**src/rtl/icache_refill_ctrl.sv**
```systemverilog
// Instruction-cache refill controller: accepts one miss, fetches the 64 B line
// with a single INCR burst on the AXI read channels, assembles it and presents
// a one-cycle fill (or error) strobe to the cache arrays.
module icache_refill_ctrl #(
    parameter int ID_WIDTH   = 13,
    parameter int ADDR_WIDTH = 64,
    parameter int DATA_WIDTH = 64,
    parameter int AXI_ID     = 0
) (
    input  logic                     clk,
    input  logic                     reset,
    input  logic                     miss_valid,
    input  logic [ADDR_WIDTH-1:0]    miss_addr,
    output logic                     miss_ready,
    output logic [ID_WIDTH-1:0]      m_arid,
    output logic [ADDR_WIDTH-1:0]    m_araddr,
    output logic [7:0]               m_arlen,
    output logic [2:0]               m_arsize,
    output logic [1:0]               m_arburst,
    output logic                     m_arvalid,
    input  logic                     m_arready,
    input  logic [ID_WIDTH-1:0]      m_rid,
    input  logic [DATA_WIDTH-1:0]    m_rdata,
    input  logic [1:0]               m_rresp,
    input  logic                     m_rlast,
    input  logic                     m_rvalid,
    output logic                     m_rready,
    output logic                     fill_valid,
    output logic [5:0]               fill_index,
    output logic [ADDR_WIDTH-13:0]   fill_tag,
    output logic [511:0]             fill_data,
    output logic                     fill_error
);

    localparam int LINE_BITS = 512;
    localparam int BEATS     = LINE_BITS / DATA_WIDTH;
    localparam int CNT_W     = $clog2(BEATS);
    localparam int OFF_W     = 6;   // byte offset within a 64 B line
    localparam int IDX_W     = 6;   // 64 sets

    localparam logic [ID_WIDTH-1:0] LP_ID        = ID_WIDTH'(AXI_ID);
    localparam logic [CNT_W-1:0]    LP_LAST_BEAT = CNT_W'(BEATS - 1);

    typedef enum logic [1:0] {
        S_IDLE,
        S_ADDR,
        S_DATA,
        S_FILL
    } state_t;

    state_t                      r_state;
    state_t                      w_state_next;
    logic [ADDR_WIDTH-OFF_W-1:0] r_line_addr;
    logic [CNT_W-1:0]            r_beat_cnt;
    logic                        r_err;

    logic w_capture;
    logic w_beat_fire;
    logic w_beat_last;
    logic w_beat_bad;
    logic w_unused_addr_lsbs;

    assign w_capture   = (r_state == S_IDLE) && miss_valid;
    assign w_beat_fire = (r_state == S_DATA) && m_rvalid;
    assign w_beat_last = (r_beat_cnt == LP_LAST_BEAT);
    // A beat is bad on an error response, a foreign ID, or rlast in the wrong place.
    assign w_beat_bad  = (m_rresp != 2'b00) || (m_rid != LP_ID) || (m_rlast != w_beat_last);

    // Byte offset is discarded: requests are always line aligned.
    assign w_unused_addr_lsbs = &{1'b0, miss_addr[OFF_W-1:0]};

    // Fixed burst shape: one full line per request.
    assign m_arid     = LP_ID;
    assign m_araddr   = {r_line_addr, {OFF_W{1'b0}}};
    assign m_arlen    = 8'(BEATS - 1);
    assign m_arsize   = 3'($clog2(DATA_WIDTH / 8));
    assign m_arburst  = 2'b01;
    assign fill_index = r_line_addr[IDX_W-1:0];
    assign fill_tag   = r_line_addr[ADDR_WIDTH-OFF_W-1:IDX_W];

    // State register.
    always_ff @(posedge clk or negedge reset) begin
        if (!reset) begin
            r_state <= S_IDLE;
        end else begin
            r_state <= w_state_next;
        end
    end

    // Next-state and handshake/strobe outputs, all decoded from the current state.
    always_comb begin
        w_state_next = r_state;
        miss_ready   = 1'b0;
        m_arvalid    = 1'b0;
        m_rready     = 1'b0;
        fill_valid   = 1'b0;
        fill_error   = 1'b0;
        case (r_state)
            S_IDLE: begin
                miss_ready = 1'b1;
                if (miss_valid) begin
                    w_state_next = S_ADDR;
                end
            end
            S_ADDR: begin
                m_arvalid = 1'b1;
                if (m_arready) begin
                    w_state_next = S_DATA;
                end
            end
            S_DATA: begin
                m_rready = 1'b1;
                // The beat count, not rlast, decides when the line is complete.
                if (m_rvalid && w_beat_last) begin
                    w_state_next = S_FILL;
                end
            end
            S_FILL: begin
                fill_valid   = !r_err;
                fill_error   = r_err;
                w_state_next = S_IDLE;
            end
            default: begin
                w_state_next = S_IDLE;
            end
        endcase
    end

    // Miss capture, beat counting and sticky error tracking.
    always_ff @(posedge clk or negedge reset) begin
        if (!reset) begin
            r_line_addr <= '0;
            r_beat_cnt  <= '0;
            r_err       <= 1'b0;
        end else if (w_capture) begin
            r_line_addr <= miss_addr[ADDR_WIDTH-1:OFF_W];
            r_beat_cnt  <= '0;
            r_err       <= 1'b0;
        end else if (w_beat_fire) begin
            r_beat_cnt <= r_beat_cnt + CNT_W'(1);
            if (w_beat_bad) begin
                r_err <= 1'b1;
            end
        end
    end

    // One data slot per beat position; the assembled slots drive fill_data directly.
    genvar gi;
    for (gi = 0; gi < BEATS; gi++) begin : g_slot
        logic [DATA_WIDTH-1:0] r_slot;

        // Capture the beat whose position matches this slot.
        always_ff @(posedge clk or negedge reset) begin
            if (!reset) begin
                r_slot <= '0;
            end else if (w_beat_fire && (r_beat_cnt == CNT_W'(gi))) begin
                r_slot <= m_rdata;
            end
        end

        assign fill_data[gi*DATA_WIDTH +: DATA_WIDTH] = r_slot;
    end

endmodule

```
**config.mk**
```make
export PLATFORM = sky130hd
export DESIGN_NAME = icache_refill_ctrl
export DESIGN_NICKNAME = d
export VERILOG_FILES = /design/src/rtl/icache_refill_ctrl.sv
export SDC_FILE = /design/constraint.sdc
export NUM_CORES = 1
export LEC_CHECK = 0
export BUFFER_PORTS_ARGS = -buffer_cell sky130_fd_sc_hd__buf_2
export CAP_MARGIN = 20
export CORE_AREA = 2 2 317 319
export DETAILED_ROUTE_END_ITERATION = 8
export DIE_AREA = 0 0 319 321
export PLACE_DENSITY = 0.55
export SLEW_MARGIN = 20
export SYNTH_ARGS = -nofsm -noshare
export SYNTH_HDL_FRONTEND = slang
export SYNTH_SLANG_ARGS = --single-unit
```
**constraint.sdc**
```tcl
create_clock -name clk -period 5.85 [get_ports clk]
set_clock_uncertainty 0.15 [all_clocks]
set_input_delay 0.2925 -clock clk [delete_from_list [all_inputs] [get_ports clk]]
set_output_delay 0.2925 -clock clk [all_outputs]
set_load 0.02 [all_outputs]
```
-- Yosys cells after proc, flatten, opt, wreduce, memory -nomap -nowiden
Cells that the tools add are included.
- $add $sub $neg: 1
- reductions and logical operators: 22
- multiplexer cells: 14
- equal/unequal tests: 14
- operators by type and width (operator ; number):
    $reduce_bool 13->1 ; 1
    $eq 3x3->1 const B ; 4
    $logic_and 1x1->1 ; 11
    $mux 1 ; 8
    $pmux 2 s4 ; 1
    $eq 3x2->1 const B ; 2
    $mux 2 ; 3
    $mux 3 ; 2
    $reduce_bool 2->1 ; 3
    $eq 2x2->1 const B ; 2
    $ne 2x2->1 const B ; 2
    $add 3x1->3 const B ; 1
    $eq 3x1->1 const B ; 1
    $logic_not 3->1 ; 1
    $reduce_and 3->1 ; 1
    $eq 2x1->1 const B ; 1
    $logic_not 2->1 ; 1
    $logic_or 1x1->1 ; 2
    $ne 2x1->1 const B ; 1
    $reduce_and 2->1 ; 1
    $logic_not 1->1 ; 1
    $ne 1x1->1 ; 1
- word-level logic and storage cells: 63
- output and inout port bits: 665
- bits of input ports: 149
- register bits after elaboration: 576

-- Logic depth before layout (Yosys ltp)
- word-level depth: 6
- gate-level depth with buffers: 8
- depth with buffers taken out: 5

-- Worst setup path before layout
No wires, ideal clock.
- path kind: register -> register
- from: register r_state[0]
- to: register g_slot[3].r_slot[10]
- setup time: 0.125 ns
- arrival time: 1.871 ns
- data required time: 5.575 ns
- buffers on the path: 3
- path slack: 3.704 ns
- cell stages (with the launch flop): 9
- period minus slack after synthesis: 2.146 ns
- cell sequence: dfrtp_1 inv_1 ha_1 and2_1 buf_4 buf_8 nand2_2 buf_6 mux2_2
- longest elaborated chain between the ends: 3
- RTL lines (element ; RTL line ; RTL):
    from (decl) ; 51 ; state_t r_state;
    from (signal assigned) ; 86 ; r_state <= w_state_next;
    $eq 2x2->1 ; 64 ; assign w_beat_fire = (r_state == S_DATA) && m_rvalid;
    $logic_and 1x1->1 ; 64 ;
    $logic_and 1x1->1 ; 156 ; end else if (w_beat_fire && (r_beat_cnt == CNT_W'(gi))) begin
    to (signal assigned) ; 157 ; r_slot <= m_rdata;
    to (decl) ; 150 ; logic [DATA_WIDTH-1:0] r_slot;
Every way passes these cells.
A chain may end at the register's enable or synchronous reset.

-- Worst setup path in the final report
- from: register r_state[0]
- to: register g_slot[1].r_slot[31]
- longest elaborated chain between the ends: 3
- RTL lines (element ; RTL line):
    $eq 2x2->1 ; 64
    $logic_and 1x1->1 ; 64
    $logic_and 1x1->1 ; 156
    to (signal assigned) ; 157
    to (decl) ; 150
Every way passes these cells.

==> qor.txt <==
Sw Ratio: 38.4%
Setup crit start kind: flop
WL/cell: 21.2 um
Worst Hold Launch: m_rdata[1]
Worst-skew pair later-pin latency: 0.61 ns
Fillers: 9,832
Starting Density: 23.2%
Die width: 319 um
Hold Path Sink: g_slot[2].r_slot[1]$_DFFE_PN0P_
Finished Layout Cells: 3,570
Placed insts: 3,316
WP data arrival: 4.22 ns
Sw Pwr: 6.93 mW
Routability cong.: 0.829
Clk network pwr share: 23.3%
Worst Hold Margin: 0.0720 ns
DP Area: 27,800 um^2
P_int: 11.1 mW
R2R depth: 6
Fin util: 31.5%
Sequential area share after synthesis: 62.5%
CP cell instances: inv_1 -> ha_1 -> and2_1 -> nand3_4 -> buf_4 -> mux2_4
Drt first pass iters: 4
Reg area: 14,400 um^2
CP max-delay cell: nand3_4
Peak VDD IR: 0.330 mV
Global route overflow: 0
Critical path class: reg2reg
GRT Util Overall: 14.4%
Number of synthesized register bits: 576
First-pass GRT wire length: 109 mm
Multi-input gate area: 7620 um^2
DR iter-0 viols: 539
DP HPWL: 52.8 mm
Slew HR: 27.0%
HP Class: in2reg
Clock transition at path regs: 0.06 ns
Via density per instance: 4.13
Run status: finished, final reports clean
Commonest non-fill, non-tap cell in the layout: buf_2
Final Max Slew Viols: 0
Finished Cell Area: 31,300 um^2
Row cnt: 116
Worst-Margin Slew: 1.09 ns
# DRC: 0
Post-CTS Setup Bufs: 0
Die area: 102,000 um^2
Static leakage power: 16.8 nW
Core area: 99,300 um^2
Setup violators final: 0
Syn avg cell area: 17.2 um^2
Register share of total power: 36.5%
Min Tclk post-route: 3.88 ns
Highest Clock Rate: 257 MHz
Power per cell area: 576 nW/um^2
Critical path data required time: 6.19 ns
Distinct cells, synth: 28
Final TNS setup: 0 ns
CP max stage delay: 0.94 ns
Total clock sinks: 576
CP max FO: 35
FF-to-FF End: g_slot[1].r_slot[31]$_DFFE_PN0P_
P&R area growth vs syn: 35.7%
MaxCap Viol Count: 0
Vias after detailed routing: 14,700
PortBufs: 775
Die Y-Extent: 321 um
Nets: 2,377
Reg2Reg Launch Point: r_state[0]$_DFFE_PN0P_
I/O pin count: 814
Initial antenna violation count: 9
Synth Warn #: 0
Share of cells above drive strength 1: 65.4%
Hold Path Depth: 2
CTS tree: yes
H-tree depth: 3
FF-to-FF setup slack: 1.97 ns
CTS Buffer Depth: 3
WL final: 75.8 mm
Highest-count cells in the layout ignoring fill and taps: buf_2, dfrtp_1, mux2_2
CP endpoint kind: flop
Total CTS buffers: 69
Unrepaired setup endpoints after global routing: no
Comb power frac: 40.1%
Cts repair resizes: 0
Syn Inst Count: 1,341
Largest net degree at the start of global routing: 154
Post-route ant nets: 0
Final period util: 66.4%
Hold Vio Cnt, Final: 0
Post-synthesis cell area: 23,100 um^2
Clock root buffer: clkbuf_16
Vias in the first global route: 15,800
-- power groups by stage --
stage / Combinational [mW] / Clock, mW / Sequential, mW
floorplan: 2.86 / 0 / 8.41
global placement: 7.18 / 0 / 6.53
detailed placement: 7.22 / 0 / 6.62
CTS: 7.33 / 4.35 / 6.59
global route: 7.59 / 4.52 / 6.79
finish: 7.24 / 4.21 / 6.59
-- repair_timing --
action,CTS,global route
endpoints found under the setup margin,0,0
hold buffers,129,0
hold endpoints to repair,674,0
-- flip-flops by register name, summed over array words and instances, names as in the netlist --
register	cells
r_beat_cnt	3
r_state	2
g_slot.r_slot	512
r_err	1
r_line_addr	58
-- area by class of cell --
| cell class | count | area share (%) |
|---|---|---|
| clock inverter | 28 | 0.891 |
| multi-input combinational | 642 | 24.4 |
| inverter | 6 | 0.0719 |
| clock buffer | 94 | 6.27 |
| tap | 1298 | 5.19 |
| timing repair buffer | 923 | 17.2 |
| antenna | 3 | 0.0240 |
| sequential | 576 | 46.0 |
-- worst max-delay path by stage --
stage | slack (ns) | depth (start not counted) | startpoint | end
6_report | 1.97 | 6 | r_state[0]$_DFFE_PN0P_ | g_slot[1].r_slot[31]$_DFFE_PN0P_
5_1_grt | 1.80 | 6 | r_state[0]$_DFFE_PN0P_ | g_slot[1].r_slot[31]$_DFFE_PN0P_
3_5_place_dp | 1.92 | 6 | r_state[0]$_DFFE_PN0P_ | g_slot[1].r_slot[31]$_DFFE_PN0P_
2_1_floorplan | 3.70 | 8 | r_state[0]$_DFFE_PN0P_ | g_slot[3].r_slot[10]$_DFFE_PN0P_
3_3_place_gp | 1.98 | 6 | r_state[0]$_DFFE_PN0P_ | g_slot[1].r_slot[7]$_DFFE_PN0P_
4_1_cts | 1.89 | 6 | r_state[0]$_DFFE_PN0P_ | g_slot[1].r_slot[31]$_DFFE_PN0P_
-- logic make-up (layout without fill, tap and decap cells) --
| group | after synthesis | after routing | synth area share, % |
|---|---|---|---|
| flip-flops | 576 | 576 | 62.5 |
| XOR/XNOR | 2 | 2 | 0.0759 |
| buffers and inverters | 153 | 1051 | 5.10 |
| AO/OA/AOI/OAI | 6 | 6 | 0.212 |
| other | 2 | 35 | 0.0326 |
| multiplexers | 572 | 572 | 30.8 |
| adder cells (fa/ha/maj) | 10 | 10 | 0.542 |
| AND/OR/NAND/NOR | 20 | 20 | 0.705 |
-- worst max-delay path, delay by kind of cell, from the launching register on --
family	cells	cell delay, ns
adder cells (fa/ha/maj)	1	0.22
multiplexers	1	0.39
AND/OR/NAND/NOR	2	1.74
flip-flops	1	0.41
buffers and inverters	2	0.80
-- metal layers --
metal / global-route usage (%) / routed length (um) / up-vias
met3: 3.32 / 4560 / 117
met5: 0 / 0 / -
met1: 16.8 / 30500 / 7631
li1: - / - / 6358
met2: 25.8 / 38800 / 623
met4: 4.97 / 1980 / 0
-- cells in the mapped netlist (all sizes together) --
library cell | instances | area share, %
mux2i | 1 | 0.043
nor2 | 1 | 0.016
and2 | 2 | 0.054
a21oi | 2 | 0.043
o221a | 1 | 0.049
inv | 6 | 0.098
nor2b | 2 | 0.054
nand4 | 1 | 0.027
o32a | 1 | 0.043
nand2 | 4 | 0.087
mux2 | 571 | 31
ha | 10 | 0.54
nor4 | 4 | 0.11
nand3 | 6 | 0.36
xor2 | 1 | 0.038
dfrtp | 576 | 62
a221oi | 2 | 0.076
xnor2 | 1 | 0.038
clkbuf | 1 | 0.016
buf | 146 | 5.0
conb | 2 | 0.033
-- per-stage QoR --
stage | total power [mW] | setup slack, ns
after global routing | 18.9 | 1.80
after floorplan | 11.3 | 3.70
after global placement | 13.7 | 1.98
after detailed placement | 13.8 | 1.92
final | 18.0 | 1.97
after CTS | 18.3 | 1.89
Note: power is estimated with default switching activity, not from simulation.
